<file path="src/rtl/instr_fetch_queue.sv">
// Instruction fetch stage: sequential reads into a small FIFO, valid/ready delivery to decode.
// Optional FETCH_STALL_CNT_EN adds a saturating stall_cnt output.
module instr_fetch_queue #(
  parameter int unsigned       ADDR_W   = 16,
  parameter int unsigned       DATA_W   = 16,
  parameter int unsigned       DEPTH    = 4,
  parameter logic [ADDR_W-1:0] RESET_PC = '0
) (
  input  logic              clk,
  input  logic              rst,
  input  logic              redirect,
  input  logic [ADDR_W-1:0] redirect_addr,
  output logic              mem_req,
  output logic [ADDR_W-1:0] mem_addr,
  input  logic              mem_ack,
  input  logic [DATA_W-1:0] mem_rdata,
  output logic              inst_valid,
  output logic [DATA_W-1:0] inst_data,
  output logic [ADDR_W-1:0] inst_pc,
  input  logic              inst_ready,
`ifdef FETCH_STALL_CNT_EN
  output logic [15:0]       stall_cnt,
`endif
  output logic              pc_ld_sig,
  output logic [ADDR_W-1:0] pc_ld_in
);

  localparam int unsigned     PtrW   = $clog2(DEPTH);
  localparam int unsigned     CntW   = $clog2(DEPTH + 1);
  localparam logic [CntW-1:0] DepthC = CntW'(DEPTH);

  typedef enum logic [1:0] {StIdle, StReq, StDrain} state_e;

  state_e            state_q, state_d;
  logic [ADDR_W-1:0] fetch_addr_q, fetch_addr_d;
  logic [ADDR_W-1:0] mem_addr_q;
  logic              pc_ld_sig_q;
  logic [ADDR_W-1:0] pc_ld_in_q;
  logic [PtrW-1:0]   rd_ptr_q, wr_ptr_q;
  logic [CntW-1:0]   count_q, count_d;
  logic [DATA_W-1:0] data_q [DEPTH];
  logic [ADDR_W-1:0] pc_q   [DEPTH];
  logic              push, pop;

  always_comb begin
    // A redirect discards any same-cycle ack and blocks pops.
    push    = (state_q == StReq) && mem_ack && !redirect;
    pop     = (count_q != '0) && inst_ready && !redirect;
    count_d = count_q + CntW'(push) - CntW'(pop);

    fetch_addr_d = fetch_addr_q;
    if (redirect) begin
      fetch_addr_d = redirect_addr;
    end else if (push) begin
      fetch_addr_d = fetch_addr_q + ADDR_W'(1);
    end

    state_d = state_q;
    unique case (state_q)
      StIdle: begin
        if (!redirect && (count_q < DepthC)) state_d = StReq;
      end
      StReq: begin
        if (mem_ack) begin
          state_d = (!redirect && (count_d < DepthC)) ? StReq : StIdle;
        end else if (redirect) begin
          state_d = StDrain;
        end
      end
      StDrain: begin
        if (mem_ack) state_d = StIdle;
      end
      default: state_d = StIdle;
    endcase
  end

  always_ff @(posedge clk or negedge rst) begin
    if (!rst) begin
      state_q      <= StIdle;
      fetch_addr_q <= RESET_PC;
      mem_addr_q   <= RESET_PC;
      pc_ld_sig_q  <= 1'b0;
      pc_ld_in_q   <= '0;
      rd_ptr_q     <= '0;
      wr_ptr_q     <= '0;
      count_q      <= '0;
      data_q       <= '{default: '0};
      pc_q         <= '{default: '0};
    end else begin
      state_q      <= state_d;
      fetch_addr_q <= fetch_addr_d;
      // The outstanding address must stay put while a discarded read drains.
      if (state_d != StDrain) mem_addr_q <= fetch_addr_d;
      pc_ld_sig_q  <= redirect;
      pc_ld_in_q   <= redirect ? redirect_addr : '0;
      if (redirect) begin
        count_q  <= '0;
        rd_ptr_q <= '0;
        wr_ptr_q <= '0;
      end else begin
        count_q <= count_d;
        if (push) begin
          data_q[wr_ptr_q] <= mem_rdata;
          pc_q[wr_ptr_q]   <= fetch_addr_q;
          wr_ptr_q         <= wr_ptr_q + PtrW'(1);
        end
        if (pop) rd_ptr_q <= rd_ptr_q + PtrW'(1);
      end
    end
  end

`ifdef FETCH_STALL_CNT_EN
  logic [15:0] stall_cnt_q;

  always_ff @(posedge clk or negedge rst) begin
    if (!rst) begin
      stall_cnt_q <= '0;
    end else if (mem_req && !mem_ack && (stall_cnt_q != 16'hFFFF)) begin
      stall_cnt_q <= stall_cnt_q + 16'd1;
    end
  end

  assign stall_cnt = stall_cnt_q;
`endif

  assign mem_req    = (state_q != StIdle);
  assign mem_addr   = mem_addr_q;
  assign inst_valid = (count_q != '0);
  assign inst_data  = data_q[rd_ptr_q];
  assign inst_pc    = pc_q[rd_ptr_q];
  assign pc_ld_sig  = pc_ld_sig_q;
  assign pc_ld_in   = pc_ld_in_q;

endmodule
</file>
<file path="config.mk">
export PLATFORM = sky130hd
export DESIGN_NAME = instr_fetch_queue
export DESIGN_NICKNAME = d
export VERILOG_FILES = /design/src/rtl/instr_fetch_queue.sv
export SDC_FILE = /design/constraint.sdc
export NUM_CORES = 1
export LEC_CHECK = 0
export CORE_MARGIN = 2
export CORE_UTILIZATION = 55
export DETAILED_ROUTE_END_ITERATION = 7
export MAX_ROUTING_LAYER = met4
export PLACE_DENSITY = 0.85
export SLEW_MARGIN = 20
export SYNTH_ARGS = -nofsm -noshare
export SYNTH_HDL_FRONTEND = slang
export SYNTH_SLANG_ARGS = --single-unit
</file>
<file path="constraint.sdc">
create_clock -name clk -period 2.9 [get_ports clk]
set_input_delay 0.87 -clock clk [delete_from_list [all_inputs] [get_ports clk]]
set_output_delay 0.87 -clock clk [all_outputs]
set_load 0.02 [all_outputs]
</file>
==> results_tabular.tex, run 1 <==
\begin{tabular}{lr}
\hline
Metric & Value \\
\hline
\multicolumn{2}{l}{\textbf{Timing}} \\
Setup violators final & 0 \\
Number of max-slew violations in the final report & 0 \\
Hold Vio Cnt, Final & 0 \\
Crit path setup slack, layout & 86.5 ps \\
Setup repair after global routing missed its margin & false \\
Final critical path time including I/O delays and setup & 2810 ps \\
Maximum frequency from static timing analysis & 355 MHz \\
Worst max-slew margin expressed relative to the limit & 0.589 \\
Slew at the pin closest to its max-slew limit & 617 ps \\
Worst clock skew & 7.69 ps \\
Share of the clock period used by the worst path & 0.970 \\
\multicolumn{2}{l}{\textbf{Clock tree}} \\
Clock tree from TritonCTS & done \\
Total clock buffers created by CTS & 17 \\
Hold-fix buffers at CTS & 0 \\
Worst-case clock buffer depth & 2 \\
Clk Latency, worst-skew pair & 430 ps \\
Buffer type at the clock tree root & clkbuf\_16 \\
TritonCTS Sinks & 186 \\
Level count of the clock H-tree & 4 \\
Clk slew on worst S/H paths & 60 ps \\
\multicolumn{2}{l}{\textbf{Setup path}} \\
Worst stage delay on the critical path & 530 ps \\
Worst reg-to-reg path cell count & 12 \\
Crit path DAT & 1940 ps \\
Capturing point of the worst reg2reg path & state\_q[0] \\
Slack of the worst reg-to-reg path & 180 ps \\
Critical Path RT & 2030 ps \\
R2R Path Start & count\_q[2] \\
Cell breakdown of the critical path & buf\_12 > mux4\_2 > dlygate4sd2\_1 \\
Kind of end point of the critical path & primary output \\
Launching element type of the critical path & flip-flop \\
Worst setup path category & reg2out \\
Worst-path cell with the longest stage delay & mux4\_2 \\
Largest fanout on the critical path & 16 \\
\multicolumn{2}{l}{\textbf{Logic synthesis}} \\
Netlist area before placement & 8120 um\^{}2 \\
Nets in the synthesized netlist & 610 \\
Number of enable-type register cells in the synthesized netlist & 0 \\
Cell with the most instances after synthesis & dfrtp\_1 \\
Top cell type's share of synthesized area & 0.573 \\
Dominant register cell in the synthesized netlist & dfrtp\_1 \\
Most instantiated cells after synthesis & 186 x dfrtp\_1, 132 x mux2\_2, 32 x mux4\_2 \\
Gate Count Post-Synth & 565 \\
Warning count from the yosys run & 0 \\
Part of the Yosys area used for sequential elements & 0.573 \\
Mean Syn Cell Area & 14.4 um\^{}2 \\
Cell variety after synth & 47 \\
Number of synthesized register bits & 186 \\
Leading area contributor after synthesis & dfrtp\_1 \\
Top post-synthesis cells by area & dfrtp\_1 57\%, mux2\_2 18\%, mux4\_2 8.9\%, ha\_1 1.1\%, nor2\_1 1.1\% \\
Fraction of synthesis flops using an asynchronous set or reset pin & 1.00 \\
\multicolumn{2}{l}{\textbf{Global routing}} \\
Maximum number of pins on one net before global-route repair & 66 \\
Wire length of the first global-routing pass & 30000 um \\
Number of antenna violations at the first check in global routing & 0 \\
Overall Global Routing Usage & 0.250 \\
Remaining Overflow, GRT & 0 \\
Vias in the first global route & 5741 \\
\multicolumn{2}{l}{\textbf{Placement}} \\
Instance area after placement & 9540 um\^{}2 \\
GPL Wtd Cong & 0.831 \\
Detailed placer's ending HPWL & 11200 um \\
Cells after DPL & 840 \\
Count of buffers inserted at the top-level ports & 103 \\
Pre-CTS setup slack & -591 ps \\
\multicolumn{2}{l}{\textbf{Final layout}} \\
Count of antenna diodes in the layout & 0 \\
Final core utilization & 0.700 \\
Layout cells sized above 1 & 0.338 \\
Layout fillers & 952 \\
Net count reported at finish & 721 \\
Post-layout instance count excluding filler cells & 873 \\
Design Area, Final & 10100 um\^{}2 \\
Synthesis-to-finish area growth & 24.8\% \\
\multicolumn{2}{l}{\textbf{Power}} \\
P per Cell Area & 867 nW/um\^{}2 \\
Leakage power total & 0.00469 uW \\
Peak ir drop on the vdd network & 0.515 mV \\
\multicolumn{2}{l}{\textbf{Drt}} \\
Number of detailed-route iterations in the first pass & 5 \\
Per-cell routed wire length & 20.3 um \\
Routed Wire Length & 17800 um \\
Number of remaining DRC errors & 0 \\
Mean number of vias per cell & 5.93 \\
Routed via count & 5179 \\
Violation count after the first detailed-routing iteration & 342 \\
Number of routed nets with antenna violations & 0 \\
\multicolumn{2}{l}{\textbf{Die}} \\
Overall die area & 15700 um\^{}2 \\
Die W & 125 um \\
Die extent in y & 125 um \\
Number of I/O pins & 104 \\
Initial cell density of the core & 0.561 \\
Core box area & 14500 um\^{}2 \\
Placement Rows & 44 \\
\multicolumn{2}{l}{\textbf{Hold path}} \\
Hold crit path type & in2async \\
\multicolumn{2}{l}{\textbf{Outcome}} \\
Result of the run & completed \\
\multicolumn{2}{l}{\textbf{Flow run}} \\
Max Cap Violations & 0 \\
\hline
\end{tabular}
## timing repair
action	in CTS	in global routing
gates resized for setup	34	5
gates cloned	0	0
endpoints found under the hold margin	0	0
pin swaps	0	1
buffers inserted	1	0
setup endpoints to repair	33	2
## worst max-delay path: cells and delay by family, from the launching register on
kind | cells | cell delay, ps
buffers and inverters | 2 | 550
multiplexers | 1 | 530
flip-flops | 1 | 430
## report_power, final
part           internal, uW  switching, uW  total, uW
Clock                  1340            956       2300
Sequential             3200            393       3600
Combinational          1530           1360       2890
## through the flow
step	power [uW]	setup TNS [ps]	hold WS [ps]
finish	8780	0	425
global route	9230	0	470
CTS	8840	0	441
detailed placement	6740	-915	490
global placement	6580	-537	481
floorplan	5390	0	469
## logic make-up (layout without fill, tap and decap cells)
logic type | count (synthesis) | after routing | synth area share
DFF | 186 | 186 | 0.573
muxes | 170 | 170 | 0.279
and+or+nand+nor | 107 | 107 | 0.0695
buffers and inverters | 51 | 175 | 0.0240
AOI/OAI and AO/OA | 33 | 33 | 0.0297
xor gates and xnor gates | 10 | 10 | 0.0108
adders and majority gates | 8 | 8 | 0.0133
## routing by layer
metal | wire length (um) | vias to the layer above | track usage
met5 | 0 | - | -
met4 | 208 | 0 | 0.0608
met3 | 936 | 21 | 0.0612
met2 | 9080 | 179 | 0.409
met1 | 7540 | 2711 | 0.317
li1 | - | 2268 | -
## sequential cells by signal, indices dropped and copies added (netlist names)
signal / flops
data_q: 64
pc_q: 64
fetch_addr_q: 16
mem_addr: 16
pc_ld_in: 16
count_q: 3
rd_ptr_q: 2
state_q: 2
wr_ptr_q: 2
pc_ld_sig: 1
## cell type report
cell class	count	area, um^2	area share
sequential	186	4660	0.460
multi-input combinational	328	3300	0.326
timing repair buffer	127	1290	0.127
clock buffer	22	474	0.0468
tap	184	230	0.0227
clock inverter	10	116	0.0115
inverter	16	60.1	0.00593
## worst max path at each step
stage            endpoint  cells past startpoint        start
2_1_floorplan  state_q[0]                     13     redirect
3_3_place_gp   state_q[0]                     13      mem_ack
3_5_place_dp   state_q[0]                     13      mem_ack
4_1_cts        inst_pc[6]                      3  rd_ptr_q[0]
5_1_grt        state_q[0]                     12   inst_ready
6_report       inst_pc[5]                      3  rd_ptr_q[0]
## placed cells by master (no fill, tap or decap), types with 3 or more instances in the layout
master	instances
dfrtp_1	185
mux2_2	132
clkdlybuf4s50_1	68
mux4_2	32
dlygate4sd2_1	31
nor2_1	23
nand2_1	22
clkbuf_16	17
inv_1	15
buf_4	15
nand3_1	14
and2_1	10
buf_12	9
xnor2_1	7
ha_1	7
nor2b_1	6
nor3_1	6
mux2i_1	6
a21oi_1	6
o211ai_1	5
nand4_1	4
o21ai_0	4
nor4_1	4
or3_4	3
nand3b_1	3
a31oi_1	3
a221oi_1	3
clkbuf_8	3
clkinv_2	3
(Power assumes the default switching activity.)
==> inputs of run 2 (changes only) <==
--- a/config.mk
+++ b/config.mk
@@ -7,6 +7,7 @@
 export LEC_CHECK = 0
 export CORE_MARGIN = 2
 export CORE_UTILIZATION = 55
+export CTS_CLUSTER_SIZE = 28
 export DETAILED_ROUTE_END_ITERATION = 7
 export MAX_ROUTING_LAYER = met4
 export PLACE_DENSITY = 0.85
==> results of run 2 <==
Final layout, timing and power as in run 1 (identical DEF).
==> inputs of run 3 (changes only) <==
--- a/config.mk
+++ b/config.mk
@@ -6,11 +6,12 @@
 export NUM_CORES = 1
 export LEC_CHECK = 0
 export CORE_MARGIN = 2
-export CORE_UTILIZATION = 55
+export CORE_UTILIZATION = 49
 export CTS_CLUSTER_SIZE = 28
 export DETAILED_ROUTE_END_ITERATION = 7
 export MAX_ROUTING_LAYER = met4
-export PLACE_DENSITY = 0.85
+export PLACE_DENSITY = 0.78
+export SETUP_SLACK_MARGIN = 0.15
 export SLEW_MARGIN = 20
 export SYNTH_ARGS = -nofsm -noshare
 export SYNTH_HDL_FRONTEND = slang
==> constraint.sdc (replaced) <==
create_clock -name clk -period 3.6 [get_ports clk]
set_input_delay 1.08 -clock clk [delete_from_list [all_inputs] [get_ports clk]]
set_output_delay 1.08 -clock clk [all_outputs]
set_load 0.02 [all_outputs]
==> run 3 against run 2 <==
- clock power is 8% lower
- die area is 12% higher
- via count is 2.9% lower
- routed wire length is 2.4% lower
- critical path depth stayed put
- cell area is 0.32% higher
- worst setup slack better by 190 ps
- critical path type unchanged
==> results_tabular.tex, run 3 (synthesis gave the netlist of run 1 again) <==
\begin{tabular}{lr}
\hline
Metric & Value \\
\hline
\multicolumn{2}{l}{\textbf{Timing}} \\
Setup repair after global routing missed its margin & false \\
Worst max-slew margin expressed relative to the limit & 0.657 (+0.0684) \\
Slew at the pin closest to its max-slew limit & 514 ps (-103 ps) \\
Final critical path time including I/O delays and setup & 3320 ps \\
Setup violators final & 0 (unchanged) \\
Share of the clock period used by the worst path & 0.923 \\
Number of max-slew violations in the final report & 0 (unchanged) \\
Hold Vio Cnt, Final & 0 (unchanged) \\
Final worst hold slack & 501 ps (+75.8 ps) \\
Crit path setup slack, layout & 278 ps (+191 ps) \\
Worst clock skew & 12.3 ps (+4.66 ps) \\
Maximum frequency from static timing analysis & 301 MHz \\
\multicolumn{2}{l}{\textbf{Clock tree}} \\
Clock tree from TritonCTS & done \\
Hold-fix buffers at CTS & 0 (unchanged) \\
Level count of the clock H-tree & 4 (unchanged) \\
Clk Latency, worst-skew pair & 420 ps (about the same) \\
Clk slew on worst S/H paths & 70 ps (about the same) \\
Total clock buffers created by CTS & 17 (unchanged) \\
Worst-case clock buffer depth & 2 (unchanged) \\
Buffer type at the clock tree root & clkbuf\_16 \\
TritonCTS Sinks & 186 (unchanged) \\
\multicolumn{2}{l}{\textbf{Setup path}} \\
Critical Path RT & 2520 ps (+490 ps) \\
Worst setup path category & reg2out \\
Cell breakdown of the critical path & clkbuf\_16 > mux4\_2 > clkdlybuf4s50\_1 \\
Worst-path cell with the longest stage delay & clkdlybuf4s50\_1 \\
Slack of the worst reg-to-reg path & 700 ps (+520 ps) \\
R2R Path Start & count\_q[2] \\
Worst reg-to-reg path cell count & 11 (-1) \\
Kind of end point of the critical path & primary output \\
Worst stage delay on the critical path & 560 ps (+30 ps) \\
Launching element type of the critical path & flip-flop \\
Largest fanout on the critical path & 16 (unchanged) \\
Worst setup path startpoint & rd\_ptr\_q[0] \\
Crit path DAT & 2240 ps (+300 ps) \\
Capturing point of the worst reg2reg path & state\_q[0] \\
\multicolumn{2}{l}{\textbf{Placement}} \\
Pre-CTS setup slack & -145 ps (+447 ps) \\
Count of buffers inserted at the top-level ports & 103 (unchanged) \\
GPL Wtd Cong & 0.883 (+6.2\%) \\
Cells after DPL & 871 (+3.7\%) \\
Detailed placer's ending HPWL & 11300 um (+0.22\%) \\
\multicolumn{2}{l}{\textbf{Hold path}} \\
Hold path depth & 1 \\
Hold crit path type & reg2reg \\
Launch point of the worst hold path & data\_q[24] \\
Hold Crit Endpoint & data\_q[24] \\
\multicolumn{2}{l}{\textbf{Drt}} \\
Mean number of vias per cell & 5.56 (-6.2\%) \\
Routed via count & 5029 (-2.9\%) \\
Violation count after the first detailed-routing iteration & 344 (+0.58\%) \\
Number of remaining DRC errors & 0 (unchanged) \\
Number of detailed-route iterations in the first pass & 6 (+1) \\
Number of routed nets with antenna violations & 0 (unchanged) \\
Routed Wire Length & 17300 um (-2.4\%) \\
Per-cell routed wire length & 19.2 um (-5.7\%) \\
\multicolumn{2}{l}{\textbf{Final layout}} \\
Layout cells sized above 1 & 0.329 (-0.00922) \\
Synthesis-to-finish area growth & 25.2\% \\
Post-layout instance count excluding filler cells & 904 (+3.6\%) \\
Regs by FF count & data\_q (64), pc\_q (64) \\
Commonest cells after routing, fill and taps aside & 185 x dfrtp\_1, 132 x mux2\_2, 102 x clkdlybuf4s50\_1 \\
Most common cell after layout, fill and taps aside & dfrtp\_1 \\
Layout fillers & 1195 (+26\%) \\
Net count reported at finish & 716 (-0.69\%) \\
Count of antenna diodes in the layout & 0 (unchanged) \\
\multicolumn{2}{l}{\textbf{Outcome}} \\
Result of the run & completed \\
\multicolumn{2}{l}{\textbf{Die}} \\
Placement Rows & 47 (+6.8\%) \\
Number of I/O pins & 104 (unchanged) \\
Die W & 133 um (+5.8\%) \\
Core box area & 16400 um\^{}2 (+13\%) \\
Die extent in y & 133 um (+5.8\%) \\
Overall die area & 17600 um\^{}2 (+12\%) \\
Initial cell density of the core & 0.495 (-0.0659) \\
\multicolumn{2}{l}{\textbf{Power}} \\
Leakage power total & 0.00459 uW (-2.1\%) \\
Overall power consumption & 7450 uW (-15\%) \\
Peak ir drop on the vdd network & 0.382 mV (-26\%) \\
P per Cell Area & 734 nW/um\^{}2 (-15\%) \\
\multicolumn{2}{l}{\textbf{Global routing}} \\
Wire length of the first global-routing pass & 28500 um (-4.8\%) \\
Number of antenna violations at the first check in global routing & 0 (unchanged) \\
Vias in the first global route & 5472 (-4.7\%) \\
Remaining Overflow, GRT & 0 (unchanged) \\
Maximum number of pins on one net before global-route repair & 83 (+26\%) \\
Overall Global Routing Usage & 0.215 (-0.0350) \\
\multicolumn{2}{l}{\textbf{Flow run}} \\
Max Cap Violations & 0 (unchanged) \\
\hline
\end{tabular}
-- run 3: changes by cell type in the layout (fill, tap and decap cells not counted), sizes merged, moves of 2 or more --
cell and change:
dlygate4sd2 -31, clkdlybuf4s50 +34, bufinv +4, clkbuf -3
dlymetal6s2s -2, clkinvlp -2, buf -6
-- run 3: worst max path at each step --
stage / endpoint / cells past startpoint / slack [ps]
global placement: state_q[0] / 12 / 80
CTS: inst_pc[9] / 3 / 210
finish: inst_data[11] / 3 / 280
floorplan: state_q[0] / 12 / 220
global route: state_q[0] / 12 / 160
detailed placement: state_q[0] / 12 / -140
-- run 3: worst max-delay path, delay by kind of cell (launching register included) --
kind	cells	cell delay, ps
muxes	1	520
buffers and inverters	2	820
DFF	1	480
-- run 3: layout make-up --
| class | count | area (um^2) | share of cell area |
|---|---|---|---|
| inverters | 16 | 60.1 | 0.00591 |
| flip-flops and latches | 186 | 4660 | 0.458 |
| clock buffers | 18 | 429 | 0.0422 |
| multi-input cells | 328 | 3270 | 0.322 |
| well taps | 220 | 275 | 0.0271 |
| repair buffers | 122 | 1230 | 0.121 |
| clock inverters | 14 | 243 | 0.0239 |
-- run 3: where the power goes --
part	switching, uW	internal (uW)	leakage [uW]
Combinational	1090	1380	0.00185
Sequential	303	2580	0.00241
Clock	798	1310	0.000329
Total	2190	5270	0.00459
-- run 3: per-stage QoR --
step	TNS [ps]	area, um^2	util
5_1_grt	0	10200	0.619
6_report	0	10200	0.619
3_3_place_gp	0	9460	0.577
4_1_cts	0	10100	0.618
2_1_floorplan	0	8120	-
3_5_place_dp	-145	9460	0.577
-- run 3: metal layers --
layer | wire length (um) | vias to the layer above | GRT usage
met2 | 8670 | 141 | 0.345
met5 | 0 | - | -
li1 | - | 2258 | -
met3 | 802 | 11 | 0.0506
met1 | 7720 | 2619 | 0.279
met4 | 155 | 0 | 0.0526
-- run 3: repair_timing --
action	CTS	global route
endpoints found under the setup margin	0	6
gates resized for setup	0	1
buffers inserted	0	0
